$ cat config.mk
export PLATFORM = sky130hd
export DESIGN_NAME = wbs_ctrl
export DESIGN_NICKNAME = d
export VERILOG_FILES = /design/src/rtl/wbs_ctrl_pkg.sv /design/src/rtl/wbs_ctrl.sv
export SDC_FILE = /design/constraint.sdc
export NUM_CORES = 1
export LEC_CHECK = 0
export ABC_AREA = 1
export CAP_MARGIN = 40
export CORE_AREA = 3 3 354 356
export CTS_BUF_LIST = sky130_fd_sc_hd__clkbuf_4
export CTS_CLUSTER_DIAMETER = 40
export DETAILED_ROUTE_END_ITERATION = 10
export DIE_AREA = 0 0 357 359
export PLACE_DENSITY = 0.46
export SKIP_CTS_REPAIR_TIMING = 1
export SLEW_MARGIN = 20
export SYNTH_ARGS = -nofsm -noshare
export SYNTH_HDL_FRONTEND = slang
export SYNTH_SLANG_ARGS = --single-unit
$ cat constraint.sdc
create_clock -name wb_clk_i -period 3.82 [get_ports wb_clk_i]
set_clock_uncertainty 0.1 [all_clocks]
set_input_delay 0.764 -clock wb_clk_i [delete_from_list [all_inputs] [get_ports wb_clk_i]]
set_output_delay 0.764 -clock wb_clk_i [all_outputs]
set_load 0.005 [all_outputs]
$ cat src/rtl/wbs_ctrl_pkg.sv
// Shared definitions for the Wishbone slave controller: region codes,
// register addresses, FSM states and the address-region decoder.
package wbs_ctrl_pkg;

  localparam logic [7:0] RGN_REGS  = 8'h30;
  localparam logic [7:0] RGN_QUERY = 8'h31;
  localparam logic [7:0] RGN_LEAF  = 8'h32;
  localparam logic [7:0] RGN_BEST  = 8'h33;
  localparam logic [7:0] RGN_NODE  = 8'h34;

  localparam logic [31:0] ADR_MODE  = 32'h3000_0000;
  localparam logic [31:0] ADR_DEBUG = 32'h3000_0001;

  typedef enum logic [1:0] {
    ST_IDLE,
    ST_ACCESS,
    ST_WAIT,
    ST_ACK
  } state_e;

  typedef enum logic [2:0] {
    RG_REGS,
    RG_QUERY,
    RG_LEAF,
    RG_BEST,
    RG_NODE,
    RG_NONE
  } region_e;

  // Map the top address byte onto a region
  function automatic region_e decode_region(input logic [7:0] code);
    case (code)
      RGN_REGS:  return RG_REGS;
      RGN_QUERY: return RG_QUERY;
      RGN_LEAF:  return RG_LEAF;
      RGN_BEST:  return RG_BEST;
      RGN_NODE:  return RG_NODE;
      default:   return RG_NONE;
    endcase
  endfunction

endpackage

$ cat src/rtl/wbs_ctrl.sv
// Wishbone slave bridging bus accesses onto config registers and the
// query-patch, leaf and node memories; fixed four-state access sequence.
module wbs_ctrl
  import wbs_ctrl_pkg::*;
#(
  parameter int unsigned DATA_WIDTH = 11,
  parameter int unsigned LEAF_SIZE  = 8,
  parameter int unsigned PATCH_SIZE = 5,
  parameter int unsigned ROW_SIZE   = 24,
  parameter int unsigned COL_SIZE   = 17,
  parameter int unsigned K          = 4,
  parameter int unsigned NUM_LEAVES = 64,
  localparam int unsigned QW = $clog2(ROW_SIZE * COL_SIZE),
  localparam int unsigned LW = $clog2(NUM_LEAVES),
  localparam int unsigned PW = PATCH_SIZE * DATA_WIDTH
) (
  input  logic                          wb_clk_i,
  input  logic                          wb_rst_i,
  input  logic                          wbs_stb_i,
  input  logic                          wbs_cyc_i,
  input  logic                          wbs_we_i,
  input  logic [3:0]                    wbs_sel_i,
  input  logic [31:0]                   wbs_dat_i,
  input  logic [31:0]                   wbs_adr_i,
  output logic                          wbs_ack_o,
  output logic [31:0]                   wbs_dat_o,
  output logic                          wbs_mode,
  output logic                          wbs_debug,
  output logic                          wbs_qp_mem_csb0,
  output logic                          wbs_qp_mem_web0,
  output logic [QW-1:0]                 wbs_qp_mem_addr0,
  output logic [PW-1:0]                 wbs_qp_mem_wpatch0,
  input  logic [PW-1:0]                 wbs_qp_mem_rpatch0,
  output logic [LEAF_SIZE-1:0]          wbs_leaf_mem_csb0,
  output logic [LEAF_SIZE-1:0]          wbs_leaf_mem_web0,
  output logic [LW-1:0]                 wbs_leaf_mem_addr0,
  output logic [63:0]                   wbs_leaf_mem_wleaf0,
  input  logic [LEAF_SIZE-1:0][63:0]    wbs_leaf_mem_rleaf0,
  output logic                          wbs_node_mem_web,
  output logic [31:0]                   wbs_node_mem_addr,
  output logic [31:0]                   wbs_node_mem_wdata,
  input  logic [31:0]                   wbs_node_mem_rdata
);

  localparam int unsigned BW = $clog2(LEAF_SIZE);
  localparam int unsigned unused_k = K;

  // Byte-enables are ignored: every access is full-word
  logic unused_sel;
  assign unused_sel = ^wbs_sel_i;

  state_e state_q, state_d;

  logic [31:0] adr_q, adr_d;
  logic [31:0] dat_q, dat_d;
  logic        we_q, we_d;
  logic [31:0] qstage_q, qstage_d;
  logic [31:0] lstage_q, lstage_d;

  logic                 ack_d;
  logic [31:0]          dat_o_d;
  logic                 mode_d, debug_d;
  logic                 qp_csb_d, qp_web_d;
  logic [QW-1:0]        qp_addr_d;
  logic [PW-1:0]        qp_wpatch_d;
  logic [LEAF_SIZE-1:0] leaf_csb_d, leaf_web_d;
  logic [LW-1:0]        leaf_addr_d;
  logic [63:0]          leaf_wleaf_d;
  logic                 node_web_d;
  logic [31:0]          node_addr_d, node_wdata_d;

  region_e       rgn_in, rgn_q;
  logic [BW-1:0] bank_in, bank_q;
  logic [31:0]   rd_data;

  assign rgn_in  = decode_region(wbs_adr_i[31:24]);
  assign rgn_q   = decode_region(adr_q[31:24]);
  assign bank_in = wbs_adr_i[BW:1];
  assign bank_q  = adr_q[BW:1];

  // Read-data select for the captured request, sampled while in WAIT
  always_comb begin
    rd_data = '0;
    case (rgn_q)
      RG_REGS: begin
        if (adr_q == ADR_MODE)       rd_data = {31'b0, wbs_mode};
        else if (adr_q == ADR_DEBUG) rd_data = {31'b0, wbs_debug};
      end
      RG_QUERY: rd_data = adr_q[0] ? 32'(wbs_qp_mem_rpatch0[PW-1:32])
                                   : wbs_qp_mem_rpatch0[31:0];
      RG_LEAF:  rd_data = adr_q[0] ? wbs_leaf_mem_rleaf0[bank_q][63:32]
                                   : wbs_leaf_mem_rleaf0[bank_q][31:0];
      RG_NODE:  rd_data = wbs_node_mem_rdata;
      default:  rd_data = '0;
    endcase
  end

  // Next-state and next-output logic
  always_comb begin
    state_d      = state_q;
    adr_d        = adr_q;
    dat_d        = dat_q;
    we_d         = we_q;
    qstage_d     = qstage_q;
    lstage_d     = lstage_q;
    ack_d        = 1'b0;
    dat_o_d      = wbs_dat_o;
    mode_d       = wbs_mode;
    debug_d      = wbs_debug;
    qp_csb_d     = 1'b1;
    qp_web_d     = 1'b1;
    qp_addr_d    = wbs_qp_mem_addr0;
    qp_wpatch_d  = wbs_qp_mem_wpatch0;
    leaf_csb_d   = '1;
    leaf_web_d   = '1;
    leaf_addr_d  = wbs_leaf_mem_addr0;
    leaf_wleaf_d = wbs_leaf_mem_wleaf0;
    node_web_d   = 1'b0;
    node_addr_d  = wbs_node_mem_addr;
    node_wdata_d = wbs_node_mem_wdata;

    case (state_q)
      ST_IDLE: begin
        if (wbs_cyc_i && wbs_stb_i) begin
          state_d = ST_ACCESS;
          adr_d   = wbs_adr_i;
          dat_d   = wbs_dat_i;
          we_d    = wbs_we_i;
          // Strobes are launched here so they are high throughout ACCESS
          case (rgn_in)
            RG_QUERY: begin
              if (!wbs_we_i || wbs_adr_i[0]) begin
                qp_csb_d  = 1'b0;
                qp_web_d  = !wbs_we_i;
                qp_addr_d = wbs_adr_i[QW:1];
                if (wbs_we_i) qp_wpatch_d = PW'({wbs_dat_i, qstage_q});
              end
            end
            RG_LEAF: begin
              if (!wbs_we_i || wbs_adr_i[0]) begin
                leaf_csb_d[bank_in] = 1'b0;
                leaf_web_d[bank_in] = !wbs_we_i;
                leaf_addr_d         = wbs_adr_i[BW+LW:BW+1];
                if (wbs_we_i) leaf_wleaf_d = {wbs_dat_i, lstage_q};
              end
            end
            RG_NODE: begin
              node_addr_d = {8'h00, wbs_adr_i[23:0]};
              if (wbs_we_i) begin
                node_web_d   = 1'b1;
                node_wdata_d = wbs_dat_i;
              end
            end
            default: ;
          endcase
        end
      end
      ST_ACCESS: begin
        state_d = ST_WAIT;
        if (we_q) begin
          case (rgn_q)
            RG_REGS: begin
              if (adr_q == ADR_MODE)       mode_d  = dat_q[0];
              else if (adr_q == ADR_DEBUG) debug_d = dat_q[0];
            end
            RG_QUERY: if (!adr_q[0]) qstage_d = dat_q;
            RG_LEAF:  if (!adr_q[0]) lstage_d = dat_q;
            default: ;
          endcase
        end
      end
      ST_WAIT: begin
        state_d = ST_ACK;
        ack_d   = 1'b1;
        dat_o_d = we_q ? 32'h0 : rd_data;
      end
      ST_ACK:  state_d = ST_IDLE;
      default: state_d = ST_IDLE;
    endcase
  end

  always_ff @(posedge wb_clk_i) begin
    if (wb_rst_i) begin
      state_q             <= ST_IDLE;
      adr_q               <= '0;
      dat_q               <= '0;
      we_q                <= 1'b0;
      qstage_q            <= '0;
      lstage_q            <= '0;
      wbs_ack_o           <= 1'b0;
      wbs_dat_o           <= '0;
      wbs_mode            <= 1'b0;
      wbs_debug           <= 1'b0;
      wbs_qp_mem_csb0     <= 1'b1;
      wbs_qp_mem_web0     <= 1'b1;
      wbs_qp_mem_addr0    <= '0;
      wbs_qp_mem_wpatch0  <= '0;
      wbs_leaf_mem_csb0   <= '1;
      wbs_leaf_mem_web0   <= '1;
      wbs_leaf_mem_addr0  <= '0;
      wbs_leaf_mem_wleaf0 <= '0;
      wbs_node_mem_web    <= 1'b0;
      wbs_node_mem_addr   <= '0;
      wbs_node_mem_wdata  <= '0;
    end else begin
      state_q             <= state_d;
      adr_q               <= adr_d;
      dat_q               <= dat_d;
      we_q                <= we_d;
      qstage_q            <= qstage_d;
      lstage_q            <= lstage_d;
      wbs_ack_o           <= ack_d;
      wbs_dat_o           <= dat_o_d;
      wbs_mode            <= mode_d;
      wbs_debug           <= debug_d;
      wbs_qp_mem_csb0     <= qp_csb_d;
      wbs_qp_mem_web0     <= qp_web_d;
      wbs_qp_mem_addr0    <= qp_addr_d;
      wbs_qp_mem_wpatch0  <= qp_wpatch_d;
      wbs_leaf_mem_csb0   <= leaf_csb_d;
      wbs_leaf_mem_web0   <= leaf_web_d;
      wbs_leaf_mem_addr0  <= leaf_addr_d;
      wbs_leaf_mem_wleaf0 <= leaf_wleaf_d;
      wbs_node_mem_web    <= node_web_d;
      wbs_node_mem_addr   <= node_addr_d;
      wbs_node_mem_wdata  <= node_wdata_d;
    end
  end

endmodule

==> impl_metrics.py <==
metrics = {
    "synth": {
        "yosysTopAreaCell": "dfxtp_1",
        "ys_types": 34,
        "synth_seq_area_share_pct": 40.34,
        "ys_ff_latch": 375,
        "syn_area_mm2": 0.01861,
        "synth_edf_count": 0,
        "synthCells": 2784,
        "synth_area_leaders": "dfxtp_1, nand3_1, nand2_1",
        "synth_area_per_cell_um2": 6.684,
        "synth_top_area_share_pct": 40.34,
        "synth_warnings": 0,
        "synth-async-reset-ratio_pct": 0,
        "synth_flop_cell": "dfxtp_1",
    },
    "sta": {
        "fmax_mhz": 328.1,
        "hold_violations": 0,
        "rsz0062_at_grt": "false",
        "setup_viol": 0,
        "hold_slack_ns": 0.1390,
        "fin_crit_ns": 3.047,
        "layout_setup_ws_ns": 0.7725,
        "relSlewSlack_pct": 42.97,
        "report.final.slew_viol_count": 0,
        "fin_setup_tns_ns": 0,
        "finalCritPeriodShare_pct": 79.78,
        "worst_pin_slew_ns": 0.8516,
    },
    "cells_and_area": {
        "nets": 4324,
        "layout_commonest_cell": "clkdlybuf4s50_1",
        "final_cell_mix": "clkdlybuf4s50_1, nand2_1, nand3_1, dfxtp_1, o21ai_0",
        "flow.area_growth_from_synthesis_pct": 66.98,
        "layout-drive-gt1-share_pct": 8.440,
    },
    "routing": {
        "vias": 23540,
        "drc": 0,
        "detail_route.iter0.violations": 2092,
        "wl_per_cell_um": 26.27,
        "wirelength_um": 142200,
        "ant_nets": 0,
        "dr.pass1.iters": 5,
        "vias_per_cell": 4.349,
    },
    "power_and_ir_drop": {
        "leakagePower_nw": 11.85,
        "p_sw_share_pct": 36.07,
        "irDropWorstVdd_uv": 200.2,
        "power.internal_mw": 7.395,
        "p_comb_share_pct": 28.5,
        "clkPwrFrac_pct": 35.4,
        "p_switching_mw": 4.172,
        "p_seq_share_pct": 36.1,
        "cellPowerDensity_mw_per_mm2": 372.3,
    },
    "floorplan": {
        "die_width_um": 357,
        "dieHeight_um": 359,
        "ios": 924,
        "coreArea_mm2": 0.1220,
        "dieArea_mm2": 0.1282,
        "rows": 128,
        "start_util_pct": 15.25,
    },
    "hold_path": {
        "min_path_cells": 3,
        "worst_hold_path_type": "primary input to flop",
    },
    "critical_path": {
        "r2r_slack_ns": 1.21,
        "crit_family": "buffers and inverters",
        "arrival_ns": 2.18,
        "path_max_fanout": 3,
        "cp.depth": 1,
        "cp_slowest_stage_delay_ns": 0.91,
        "rr_worst_depth": 8,
        "criticalPathCategory": "flop to output pin",
        "crit_chain": "clkdlybuf4s50_1",
        "slowest_stage": "clkdlybuf4s50_1",
        "critPathBufInv": 1,
        "end_kind": "output pin",
        "cp-start-kind": "flop",
        "worstPathRequired_ns": 2.96,
    },
    "global_route": {
        "grt.total_usage_pct": 21.01,
        "grt_overflow_total": 0,
        "grt_pass1_vias": 22520,
        "grt_pass1_wl_um": 188700,
        "antenna_found_initial": 76,
        "grt_max_degree": 104,
    },
    "clock_tree": {
        "cts_made_buffers": 114,
        "clockBufferDepth": 3,
        "cts.clk_slew.worst_paths_ns": 0.07,
        "ctsHtreeMaxLevel": 3,
        "cts_root_buf": "clkbuf_4",
        "cts.sinks": 375,
        "insertion_delay_ns": 0.95,
        "cts_tree": "done",
    },
    "place": {
        "dp_hpwl_um": 114500,
        "place_ws_ns": 0.6424,
        "port_buffers": 911,
        "place.gp.congestion": 0.9580,
    },
    "outcome": {
        "status": "finished, final reports clean",
    },
    "job": {
        "drv_cap": 0,
    },
}
## layout make-up
class | instances | area (µm²)
Clock inverter | 43 | 245.2
Fill cell | 13690 | 90960
Antenna cell | 45 | 112.6
Multi-Input combinational cell | 2059 | 9618
Timing Repair Buffer | 980 | 9809
Inverter | 118 | 462.9
Tap cell | 1625 | 2033
Sequential cell | 375 | 7522
Clock buffer | 169 | 1269
## sequential cells by signal, indices dropped and copies added (netlist names), 32 cells and up
name                 cells
wbs_dat_o               32
wbs_leaf_mem_wleaf0     64
dat_q                   32
wbs_qp_mem_wpatch0      55
adr_q                   32
lstage_q                32
qstage_q                32
wbs_node_mem_wdata      32
## metal layers
layer	part of all wire, %	GRT usage [%]	vias to the layer above	routed length [µm]
met5	0.056	0	-	80
li1	-	-	11210	-
met2	49	36.21	977	69260
met4	3.3	7.661	12	4705
met1	40	25.45	11140	57480
met3	7.5	4.611	203	10680
## cell usage after synthesis (all sizes together), types with 4 or more instances
library cell  count
nand3           504
clkbuf          110
buf             129
nand4            12
nor2            203
a211oi           17
inv             117
o21ai           291
a22oi             8
or2              22
a21oi           242
dfxtp           375
nor3             95
o211ai           25
nand2           625
ha                4
## cells by family (layout without fill, tap and decap cells)
| kind of cell | Yosys count | after routing | share of synthesized area, % |
|---|---|---|---|
| DFF | 375 | 375 | 40.34 |
| AOI/OAI and AO/OA | 584 | 584 | 16.45 |
| adders and majority gates | 4 | 4 | 0.2690 |
| buffers and inverters | 357 | 1310 | 8.304 |
| and+or+nand+nor | 1463 | 1463 | 34.61 |
| other | 1 | 53 | 0.02015 |
## path summary, 6_finish.rpt
path / startpoint / to
min reg2reg: lstage_q[13] / wbs_leaf_mem_wleaf0[13]
max reg2reg: adr_q[2] / wbs_dat_o[13]
min: wb_rst_i / wbs_leaf_mem_csb0[1]
max: wbs_debug / wbs_debug
## power groups by stage
stage / Clock, mW / Combinational, mW / Sequential [mW]
after floorplan: 0 / 1.61 / 4.19
after global placement: 0 / 3.27 / 4.26
after detailed placement: 0 / 3.30 / 4.27
after CTS: 4.29 / 3.32 / 4.18
after global routing: 4.50 / 3.57 / 4.19
final: 4.09 / 3.30 / 4.18
## stage by stage
stage                     instance area (µm²)  util (%)  instances  power, mW
after CTS                               30960     25.37       5369      11.79
after floorplan                         18630         -       2791      5.794
after detailed placement                29450     24.13       5157      7.567
final                                   31070     25.46       5414      11.57
after global routing                    31020     25.42       5394      12.26
after global placement                  29390     24.08       5154      7.538
Power figures use the tool's default switching activity.
